## src/rtl/uart_tx_scheduler_pkg.sv

```systemverilog
// Shared definitions for the UART TX scheduler slice.
// Holds the FSM state encoding, default character/message widths,
// the NUL character constant, the grant encoding and a counter-width helper.
package uart_tx_scheduler_pkg;

   localparam int unsigned N_DEFAULT = 8;
   localparam int unsigned M_DEFAULT = 128;

   localparam logic [7:0] NUL = 8'h00;

   localparam logic GRANT_A = 1'b0;
   localparam logic GRANT_B = 1'b1;

   typedef enum logic [2:0] {
      ST_IDLE      = 3'd0,
      ST_LOAD      = 3'd1,
      ST_SEND      = 3'd2,
      ST_WAIT_ACK  = 3'd3,
      ST_WAIT_IDLE = 3'd4,
      ST_DONE      = 3'd5
   } state_t;

   // Character-counter width; at least one bit even for single-character messages.
   function automatic int unsigned cnt_width(input int unsigned bytes);
      return (bytes > 1) ? $clog2(bytes) : 1;
   endfunction

endpackage

```

## src/rtl/uart_tx_scheduler_if.sv

```systemverilog
// Bundle of the scheduler's requester and UART TX handshake signals.
//   req_a/req_b   : level requests from the two message sources
//   msg_a/msg_b   : M-bit messages, first character in [M-1:M-N]
//   ack_a/ack_b   : one-cycle pulse when the message is latched
//   tx_busy       : UART TX busy flag
//   tx_start      : one-cycle launch pulse, tx_data : character to send
//   grant         : owner of current/last message (0 = A, 1 = B)
//   busy / done   : scheduler activity flag / end-of-message pulse
// Modport master is the scheduler side, slave is the surrounding logic.
interface uart_tx_scheduler_if #(
   parameter int unsigned N = uart_tx_scheduler_pkg::N_DEFAULT,
   parameter int unsigned M = uart_tx_scheduler_pkg::M_DEFAULT
);

   logic         req_a;
   logic [M-1:0] msg_a;
   logic         ack_a;
   logic         req_b;
   logic [M-1:0] msg_b;
   logic         ack_b;
   logic         tx_busy;
   logic         tx_start;
   logic [N-1:0] tx_data;
   logic         grant;
   logic         busy;
   logic         done;

   modport master (
      input  req_a, msg_a, req_b, msg_b, tx_busy,
      output ack_a, ack_b, tx_start, tx_data, grant, busy, done
   );

   modport slave (
      output req_a, msg_a, req_b, msg_b, tx_busy,
      input  ack_a, ack_b, tx_start, tx_data, grant, busy, done
   );

endinterface

```

## src/rtl/uart_tx_scheduler_rr_arbiter_2.sv

```systemverilog
// Two-way round-robin pick.
//   req_a, req_b : requests
//   last_grant   : previous winner (0 = A, 1 = B)
//   winner_c     : selected requester, meaningful when valid_c = 1
//   valid_c      : at least one request present
// On a tie the requester that did not win last time is chosen.
module rr_arbiter_2
   import uart_tx_scheduler_pkg::*;
(
   input  logic req_a,
   input  logic req_b,
   input  logic last_grant,
   output logic winner_c,
   output logic valid_c
);

   always_comb begin
      valid_c  = req_a | req_b;
      winner_c = GRANT_A;
      if (req_a && req_b) begin
         winner_c = ~last_grant;
      end else if (req_b) begin
         winner_c = GRANT_B;
      end
   end

endmodule

```

## src/rtl/uart_tx_scheduler.sv

```systemverilog
// Two-requester scheduler and character sequencer in front of the UART TX.
// Arbitrates round-robin between requesters A and B, latches the winning
// M-bit message and feeds it to the TX N bits at a time, MSB character first.
//   clk, reset : system clock, asynchronous active-high reset
//   bus        : uart_tx_scheduler_if.master (requests, acks, TX handshake,
//                grant/busy/done status)
// Build option: TXSEQ_SKIP_NUL_EN - when defined, 0x00 characters are not
// launched; the sequencer spends one SEND cycle on each and moves on.
module uart_tx_scheduler
   import uart_tx_scheduler_pkg::*;
#(
   parameter int unsigned N = N_DEFAULT,
   parameter int unsigned M = M_DEFAULT
) (
   input  logic                  clk,
   input  logic                  reset,
   uart_tx_scheduler_if.master   bus
);

   localparam int unsigned BYTES = M / N;
   localparam int unsigned CNT_W = cnt_width(BYTES);
   localparam logic [CNT_W-1:0] LAST_IDX = CNT_W'(BYTES - 1);

`ifdef TXSEQ_SKIP_NUL_EN
   localparam bit SKIP_NUL = 1'b1;
`else
   localparam bit SKIP_NUL = 1'b0;
`endif

   state_t           state;
   logic [M-1:0]     shreg;
   logic [CNT_W-1:0] cnt;
   logic             last_grant;

   logic             winner_c;
   logic             valid_c;
   logic [M-1:0]     msg_sel_c;
   logic [M-1:0]     shreg_shift_c;
   logic [N-1:0]     cur_char_c;
   logic [N-1:0]     next_char_c;
   logic             last_char_c;

   rr_arbiter_2 u_arb (
      .req_a      (bus.req_a),
      .req_b      (bus.req_b),
      .last_grant (last_grant),
      .winner_c   (winner_c),
      .valid_c    (valid_c)
   );

   // A character is launched unless NUL skipping is enabled and it is NUL.
   function automatic logic launch_ok(input logic [N-1:0] c);
      return !SKIP_NUL || (c != N'(NUL));
   endfunction

   // Datapath views: selected message, next shifted register, head characters.
   always_comb begin
      msg_sel_c     = (winner_c == GRANT_B) ? bus.msg_b : bus.msg_a;
      shreg_shift_c = shreg << N;
      cur_char_c    = shreg[M-1 -: N];
      next_char_c   = shreg_shift_c[M-1 -: N];
      last_char_c   = (cnt == LAST_IDX);
   end

   // Sequencer FSM with registered outputs.
   always_ff @(posedge clk or posedge reset) begin
      if (reset) begin
         state        <= ST_IDLE;
         shreg        <= '0;
         cnt          <= '0;
         last_grant   <= GRANT_B;
         bus.ack_a    <= 1'b0;
         bus.ack_b    <= 1'b0;
         bus.tx_start <= 1'b0;
         bus.tx_data  <= '0;
         bus.grant    <= GRANT_A;
         bus.busy     <= 1'b0;
         bus.done     <= 1'b0;
      end else begin
         bus.ack_a    <= 1'b0;
         bus.ack_b    <= 1'b0;
         bus.tx_start <= 1'b0;
         bus.done     <= 1'b0;

         case (state)
            ST_IDLE: begin
               if (valid_c) begin
                  shreg      <= msg_sel_c;
                  cnt        <= '0;
                  bus.grant  <= winner_c;
                  last_grant <= winner_c;
                  bus.ack_a  <= (winner_c == GRANT_A);
                  bus.ack_b  <= (winner_c == GRANT_B);
                  bus.busy   <= 1'b1;
                  state      <= ST_LOAD;
               end
            end

            ST_LOAD: begin
               if (!bus.tx_busy) begin
                  bus.tx_start <= launch_ok(cur_char_c);
                  bus.tx_data  <= cur_char_c;
                  state        <= ST_SEND;
               end
            end

            // tx_start high here means the character went out; otherwise it was skipped.
            ST_SEND: begin
               if (bus.tx_start) begin
                  state <= ST_WAIT_ACK;
               end else if (last_char_c) begin
                  bus.done <= 1'b1;
                  state    <= ST_DONE;
               end else begin
                  shreg        <= shreg_shift_c;
                  cnt          <= cnt + CNT_W'(1);
                  bus.tx_start <= launch_ok(next_char_c);
                  bus.tx_data  <= next_char_c;
                  state        <= ST_SEND;
               end
            end

            // A TX that never raises busy parks the sequencer here until reset.
            ST_WAIT_ACK: begin
               if (bus.tx_busy) begin
                  state <= ST_WAIT_IDLE;
               end
            end

            ST_WAIT_IDLE: begin
               if (!bus.tx_busy) begin
                  if (last_char_c) begin
                     bus.done <= 1'b1;
                     state    <= ST_DONE;
                  end else begin
                     shreg        <= shreg_shift_c;
                     cnt          <= cnt + CNT_W'(1);
                     bus.tx_start <= launch_ok(next_char_c);
                     bus.tx_data  <= next_char_c;
                     state        <= ST_SEND;
                  end
               end
            end

            ST_DONE: begin
               bus.busy <= 1'b0;
               state    <= ST_IDLE;
            end

            default: begin
               bus.busy <= 1'b0;
               state    <= ST_IDLE;
            end
         endcase
      end
   end

endmodule
```

## src/flat_wrapper.sv

```systemverilog
// flat-port wrapper written by rule: the top's interface ports become plain ports
module uart_tx_scheduler_flat import uart_tx_scheduler_pkg::*;
#(
   parameter int unsigned N = N_DEFAULT,
   parameter int unsigned M = M_DEFAULT
)
  (clk, reset, bus_req_a, bus_msg_a, bus_req_b, bus_msg_b, bus_tx_busy, bus_ack_a, bus_ack_b, bus_tx_start, bus_tx_data, bus_grant, bus_busy, bus_done);
  uart_tx_scheduler_if #(.N(N), .M(M)) bus_i ();
  input  logic clk;
  input  logic reset;
  input wire logic [$bits(bus_i.req_a)-1:0] bus_req_a;
  input wire logic [$bits(bus_i.msg_a)-1:0] bus_msg_a;
  input wire logic [$bits(bus_i.req_b)-1:0] bus_req_b;
  input wire logic [$bits(bus_i.msg_b)-1:0] bus_msg_b;
  input wire logic [$bits(bus_i.tx_busy)-1:0] bus_tx_busy;
  output wire logic [$bits(bus_i.ack_a)-1:0] bus_ack_a;
  output wire logic [$bits(bus_i.ack_b)-1:0] bus_ack_b;
  output wire logic [$bits(bus_i.tx_start)-1:0] bus_tx_start;
  output wire logic [$bits(bus_i.tx_data)-1:0] bus_tx_data;
  output wire logic [$bits(bus_i.grant)-1:0] bus_grant;
  output wire logic [$bits(bus_i.busy)-1:0] bus_busy;
  output wire logic [$bits(bus_i.done)-1:0] bus_done;
  assign bus_i.req_a = bus_req_a;
  assign bus_i.msg_a = bus_msg_a;
  assign bus_i.req_b = bus_req_b;
  assign bus_i.msg_b = bus_msg_b;
  assign bus_i.tx_busy = bus_tx_busy;
  assign bus_ack_a = bus_i.ack_a;
  assign bus_ack_b = bus_i.ack_b;
  assign bus_tx_start = bus_i.tx_start;
  assign bus_tx_data = bus_i.tx_data;
  assign bus_grant = bus_i.grant;
  assign bus_busy = bus_i.busy;
  assign bus_done = bus_i.done;
  uart_tx_scheduler #(.N(N), .M(M)) u_core (.clk(clk), .reset(reset), .bus(bus_i));
endmodule
```

## config.mk

```make
export PLATFORM = sky130hd
export DESIGN_NAME = uart_tx_scheduler_flat
export DESIGN_NICKNAME = d
export VERILOG_FILES = /design/src/rtl/uart_tx_scheduler_pkg.sv /design/src/rtl/uart_tx_scheduler_if.sv /design/src/rtl/uart_tx_scheduler_rr_arbiter_2.sv /design/src/rtl/uart_tx_scheduler.sv /design/src/flat_wrapper.sv
export SDC_FILE = /design/constraint.sdc
export NUM_CORES = 1
export LEC_CHECK = 0
export CORE_MARGIN = 1.5
export CORE_UTILIZATION = 40
export DETAILED_ROUTE_END_ITERATION = 10
export GPL_TIMING_DRIVEN = 0
export HOLD_SLACK_MARGIN = 0.15
export PLACE_DENSITY = 0.7
export SYNTH_ARGS = -nofsm -noshare
export SYNTH_HDL_FRONTEND = slang
export SYNTH_HIERARCHICAL = 1
export SYNTH_SLANG_ARGS = --single-unit
```

## constraint.sdc

```tcl
create_clock -name clk -period 6.1 [get_ports clk]
set_input_delay 0.61 -clock clk [delete_from_list [all_inputs] [get_ports clk]]
set_output_delay 0.61 -clock clk [all_outputs]
set_load 0.03 [all_outputs]
```

==> metrics.csv, run 1 <==
metric,value,unit
Int Pwr,0.00372,W
final-report max-slew violation count,0,
drt pass-1 iters,6,
Core Area,0.0220,sq mm
DR DRC count,0,
Initial DRC Count,225,
most frequent cells in the layout,"clkdlybuf4s50_1, mux2i_1, mux2_2",
post-cts resize count,0,
detailed-route via count,6550,
Tmin final,2.94,ns
"Worst Setup Slack, final",3.16,ns
GRT Total Usage,19.9,%
"EDFF count, synth",0,
Placed Instances,1319,
synthesized netlist net count,1026,
hpwl dp,17.3,mm
"delay-heaviest family, CP",buffers and inverters,
total net switching power,0.00216,W
cell chain of the critical path,clkdlybuf4s50_1 -> a21boi_1 -> buf_1 -> clkbuf_1 -> mux2_2 -> mux2i_1 -> mux2i_1,
Die Width,153,microns
Sequential Power Share,30.9,%
Clock Latency Late Sink,0.42,ns
clock share of power,18.4,%
worst-margin pin slew,0.836,ns
Final Cycle Share,48.2,%
clk buf depth,2,
sequential area share after synthesis,41.5,%
Max VDD drop,0.217,mV
WHS,0.482,ns
routed wire length,22.6,mm
unrepaired setup endpoints after global routing,no,
CTS tree,yes,
slowest stage cell on the critical path,buf_1,
WL/cell,16.8,microns
Rel. slew slack,44.3,%
Fillers,1903,
Lkg Pwr,5.69,nW
setup violators final,0,
max incr delay on CP,0.67,ns
synthesized area per cell,11.8,sq um
post-synthesis async set-or-reset flop share,100,%
synth unique cells,36,
num rows,54,
Sw Ratio,36.7,%
Power Dens Cells,460,mW/mm^2
Final Skew,0.0117,ns
ys flop type,dfrtp_1,
"commonest non-fill, non-tap cell in the layout",clkdlybuf4s50_1,
Logic pwr share,50.7,%
share of layout cells above drive strength 1,22.7,%
Final Hold Vio Count,0,
CP Max Fanout,10,
Yosys reg bits,150,
CP Data Required Time,6.39,ns
Die H,153,microns
area grow syn2layout,41.3,%
Synth Warn #,6,
final non-filler cell total,1351,
type of the worst setup path,in2reg,
initial antenna violation count,0,
num ports,275,
vias in the first global route,7170,
PortBufs,274,
status,completed,
Root Buffer,clkbuf_16,
max cap viols,0,
nets,1320,
Worst EP arrival,3.23,ns
clk sinks,150,
vias per inst,4.85,
# diodes,0,
clock-pin slew on the worst setup and hold paths,0.06,ns
"Design Area, Final",0.0128,sq mm
Hold Crit Class,reg2reg,
hold_buf cts,0,
crit path buf inv count,3,
gr ovfl total,0,
first-pass GRT wire length,36.9,mm
setup TNS,0,ns
mapped cell area,0.00904,sq mm
Final Wtd Congestion,0.830,
Num CTS Buffers,17,
cell area after placement,0.0122,sq mm
H-tree Lvls,4,
Worst setup SP type,primary input,
fmax,0.340,GHz
DP Worst Slack,2.62,ns
Post-Syn Instances,764,
critical path endpoint category,flop,
Critical Path Most Common Cell,mux2i_1,
largest net degree at the start of global routing,86,
die area,0.0235,sq mm
initial core utilization,41.1,%
postcts setup bufs,0,
post-route ant nets,0,
power groups by stage:
stage | logic (W) | registers [W] | clock network, W
floorplan | 0.00222 | 0.00182 | 0
global placement | 0.00295 | 0.00183 | 0
detailed placement | 0.00300 | 0.00184 | 0
CTS | 0.00302 | 0.00182 | 0.00111
global route | 0.00325 | 0.00188 | 0.00115
finish | 0.00298 | 0.00181 | 0.00108
per-layer routing:
layer / share of wire [%] / vias to the layer above / routed length, microns / track usage (%)
met1: 47 / 3153 / 10600 / 26.7
met4: 0.79 / 0 / 178 / 4.44
met5: 0 / - / 0 / 0
met3: 4.2 / 13 / 957 / 3.66
met2: 48 / 169 / 11000 / 33.5
li1: - / 3215 / - / -
cell usage after synthesis, types with 2 or more instances:
cell type,count,area share (%)
nand3_1,2,0.11
a21oi_1,3,0.17
o21ai_0,7,0.39
clkbuf_1,11,0.46
mux2i_1,225,25
inv_1,109,4.5
buf_6,16,2.0
buf_2,9,0.50
buf_4,9,0.75
dfrtp_1,149,41
nor3_1,2,0.11
a31oi_1,2,0.14
nand2b_1,5,0.35
nor2_1,16,0.66
mux2_2,169,21
nand2_1,10,0.42
worst paths after layout:
kind	slack (ns)	from	depth (start not counted)	end
worst min-delay path	0.48	u_core/last_grant$_DFFE_PP1P_	2	u_core/last_grant$_DFFE_PP1P_
worst max register to register	3.47	u_core/last_grant$_DFFE_PP1P_	6	u_core/shreg[81]$_DFFE_PP0P_
min in group asynchronous	0.66	reset	2	u_core/shreg[49]$_DFFE_PP0P_
worst max-delay path	3.16	bus_req_b	7	u_core/shreg[81]$_DFFE_PP0P_
worst min register to register	0.48	u_core/last_grant$_DFFE_PP1P_	2	u_core/last_grant$_DFFE_PP1P_
max in group asynchronous	4.61	reset	3	u_core/shreg[109]$_DFFE_PP0P_
sequential cells by signal, indices dropped and copies added, names as in the netlist:
signal,flops
u_core/shreg,128
u_core/state,3
u_core/bus.ack_a,1
u_core/last_grant,1
u_core/bus.ack_b,1
u_core/bus.grant,1
u_core/bus.tx_data,8
u_core/bus.busy,1
u_core/bus.done,1
u_core/cnt,4
u_core/bus.tx_start,1
layout make-up:
type / instances / area [sq um] / area share [%]
Buffer: 46 / 338 / 2.64
Inverter: 109 / 414 / 3.24
Multi-Input combinational cell: 459 / 4540 / 35.5
Tap cell: 280 / 350 / 2.74
Sequential cell: 150 / 3750 / 29.4
Timing Repair Buffer: 275 / 2770 / 21.7
Clock inverter: 15 / 183 / 1.43
Clock buffer: 17 / 425 / 3.33
logic make-up after synthesis:
logic type,after synthesis,share of synthesized area (%)
AO/OA/AOI/OAI,22,1.81
buffers and inverters,155,8.26
XOR/XNOR,1,0.0969
flip-flops,150,41.5
adder cells (fa/ha/maj),1,0.138
multiplexers,394,46.0
AND/OR/NAND/NOR,41,2.21
per-stage QoR:
stage | total power [W] | util [%]
finish | 0.00587 | 58.0
CTS | 0.00595 | 58.0
floorplan | 0.00403 | -
detailed placement | 0.00484 | 55.2
global placement | 0.00477 | 55.1
global route | 0.00629 | 58.0
tightest hold or removal path, stage by stage (launching register included):
cell,delay (ns)
dfstp_2,0.37
o21ai_0,0.06
nand2_1,0.06
(Power assumes the default switching activity.)
==> run 2, diff against run 1 <==
--- a/config.mk
+++ b/config.mk
@@ -10,7 +10,7 @@
 export DETAILED_ROUTE_END_ITERATION = 10
 export GPL_TIMING_DRIVEN = 0
 export HOLD_SLACK_MARGIN = 0.15
-export PLACE_DENSITY = 0.7
+export PLACE_DENSITY = 0.73
 export SYNTH_ARGS = -nofsm -noshare
 export SYNTH_HDL_FRONTEND = slang
 export SYNTH_HIERARCHICAL = 1
==> constraint.sdc (replaced) <==
create_clock -name clk -period 2.7 [get_ports clk]
set_input_delay 0.27 -clock clk [delete_from_list [all_inputs] [get_ports clk]]
set_output_delay 0.27 -clock clk [all_outputs]
set_load 0.03 [all_outputs]
==> run 2 against run 1 <==
  * Global-route usage down 0.42 points
  * First-iteration DRC count up 18%
  * Hold slack worse by 0.25 ns
  * Core utilization up 0.27 points
  * Clock-buffer cell count up 1
  * Register-to-register slack worse by 3.3 ns
  * Cell count up 0.15%
  * Sequential share of layout area down 0.14 points
  * Cell area up 0.47%
  * Worst setup slack worse by 3.0 ns
==> metrics.csv, run 2 (synthesis results as in run 1) <==
metric,value,unit,change
status,completed,,
Critical Path Most Common Cell,mux2i_1,,
Die H,153,microns,unchanged
vias per inst,4.85,,about the same
Reg2Reg Depth,6,,unchanged
type of the worst setup path,reg2reg,,
slowest stage cell on the critical path,clkbuf_1,,
num rows,54,,unchanged
Sequential Power Share,31.0,%,about the same
most frequent cells in the layout,"clkdlybuf4s50_1, mux2i_1, mux2_2",,
setup violators final,0,,unchanged
Final Skew,0.00918,ns,-0.00249 ns
PortBufs,274,,unchanged
Rel. slew slack,56.3,%,+12 points
Worst EP arrival,2.81,ns,-0.42 ns
worst-margin pin slew,0.655,ns,-0.181 ns
clk buf depth,2,,unchanged
Int Pwr,0.00854,W,+130%
Final Hold Vio Count,0,,unchanged
Sw Ratio,35.7,%,-1.0 points
clk sinks,150,,unchanged
gr ovfl total,0,,unchanged
first-pass GRT wire length,36.1,mm,-1.9%
clock share of power,18.7,%,+0.3 points
postcts setup bufs,0,,unchanged
Clock Latency Late Sink,0.42,ns,about the same
critical path endpoint category,flop,,
final-report max-slew violation count,0,,unchanged
Initial DRC Count,266,,+18%
grt met3 use,3.91,%,+0.26 points
routed wire length,22.5,mm,-0.61%
DP Worst Slack,-0.445,ns,-3.06 ns
FF+latch area,0.00375,sq mm,unchanged
Tmin final,2.51,ns,
area grow syn2layout,42.0,%,
Lkg Pwr,5.71,nW,+0.27%
num ports,275,,unchanged
Core Area,0.0220,sq mm,unchanged
Tot Pwr,0.0133,W,+130%
die area,0.0235,sq mm,unchanged
post-route ant nets,0,,unchanged
DR DRC count,0,,unchanged
Root Buffer,clkbuf_16,,
Fillers,1859,,-2.3%
Die Width,153,microns,unchanged
CP Data Required Time,3.00,ns,-3.39 ns
fmax,0.398,GHz,
WL/cell,16.6,microns,-0.76%
CTS tree,yes,,
clock-pin slew on the worst setup and hold paths,0.06,ns,about the same
Final Wtd Congestion,0.801,,-3.5%
total net switching power,0.00475,W,+120%
"commonest non-fill, non-tap cell in the layout",clkdlybuf4s50_1,,
Logic pwr share,50.3,%,-0.4 points
multi-input combinational cell area,0.00454,sq mm,unchanged
largest registers,"u_core/shreg: 128 flops, u_core/bus.tx_data: 8 flops, u_core/cnt: 4 flops",,
Worst setup SP type,flop,,
nets,1323,,+0.23%
Hold Crit Class,in2async,,
share of layout cells above drive strength 1,22.8,%,+0.14 points
setup TNS,0,ns,unchanged
Num CTS Buffers,17,,unchanged
H-tree Lvls,4,,unchanged
initial core utilization,41.1,%,unchanged
Power Dens Cells,1040,mW/mm^2,+130%
GR peak layer,met2,,
"Worst Setup Slack, final",0.190,ns,-2.97 ns
CP Max Fanout,10,,unchanged
vias in the first global route,7099,,-0.99%
unrepaired setup endpoints after global routing,no,,
Final Cycle Share,92.9,%,
hpwl dp,17.3,mm,+0.39%
drt pass-1 iters,4,,-2
most flop-heavy register,u_core/shreg,,
largest net degree at the start of global routing,41,,-52%
max reg flops,128,,unchanged
max cap viols,0,,unchanged
met2 Track Usage GR,33.0,%,-0.56 points
GRT Total Usage,19.5,%,-0.42 points
# diodes,0,,unchanged
met1 global-route usage,25.2,%,-1.6 points
max incr delay on CP,0.56,ns,-0.11 ns
detailed-route via count,6560,,+0.15%
initial antenna violation count,0,,unchanged
Max VDD drop,0.661,mV,+200%
cell chain of the critical path,a21boi_1 -> clkdlybuf4s15_2 -> clkbuf_1 -> mux2_2 -> mux2i_1 -> mux2i_1,,
[run 2: critical path: cells and delay by family, from the launching register on]
kind / cells / cell delay [ns]
buffers and inverters: 2 / 1.08
multiplexers: 3 / 0.66
flip-flops: 1 / 0.37
AO/OA/AOI/OAI: 1 / 0.27
[run 2: per-layer routing]
| layer | vias up | wire length, microns |
|---|---|---|
| li1 | 3228 | - |
| met1 | 3116 | 10100 |
| met2 | 192 | 10800 |
| met3 | 24 | 1250 |
| met4 | 0 | 326 |
| met5 | - | 0 |
[run 2: power by group through the flow]
stage / logic [W] / clock network (W) / registers [W]
4_1_cts: 0.00679 / 0.00253 / 0.00414
3_5_place_dp: 0.00676 / 0 / 0.00417
3_3_place_gp: 0.00662 / 0 / 0.00413
5_1_grt: 0.00728 / 0.00262 / 0.00426
2_1_floorplan: 0.00501 / 0 / 0.00410
6_report: 0.00668 / 0.00248 / 0.00412
[run 2: final cells by class]
cell class                 instances  area share, %
buffer                            46           2.69
sequential                       150           29.3
clock inverter                    13           1.40
clock buffer                      18           3.34
inverter                         109           3.22
timing repair buffer             278           22.0
multi-input combinational        459           35.4
tap                              280           2.73
[run 2: path summary, 6_finish.rpt]
kind	startpoint	to	slack (ns)
max	u_core/last_grant$_DFFE_PP1P_	u_core/shreg[74]$_DFFE_PP0P_	0.19
min	reset	u_core/shreg[2]$_DFFE_PP0P_	0.23
max reg2reg	u_core/last_grant$_DFFE_PP1P_	u_core/shreg[74]$_DFFE_PP0P_	0.19
min reg2reg	u_core/last_grant$_DFFE_PP1P_	u_core/last_grant$_DFFE_PP1P_	0.50
max in group asynchronous	reset	u_core/shreg[78]$_DFFE_PP0P_	1.66
min in group clk	u_core/last_grant$_DFFE_PP1P_	u_core/last_grant$_DFFE_PP1P_	0.50
[run 2: metrics by stage]
stage                     hold WS, ns  std cells  area, sq um  utilization (%)
after floorplan                 0.424        764         9050                -
after global routing            0.272       1353        12800             58.3
after detailed placement        0.473       1322        12200             55.5
after global placement          0.472       1318        12100             55.1
after CTS                       0.226       1353        12800             58.3
final                           0.229       1353        12800             58.3
[run 2: what timing repair did]
item                       4_1_cts  5_1_grt
resized for setup                2        0
setup endpoints to repair        3        0
hold buffers                     0        0
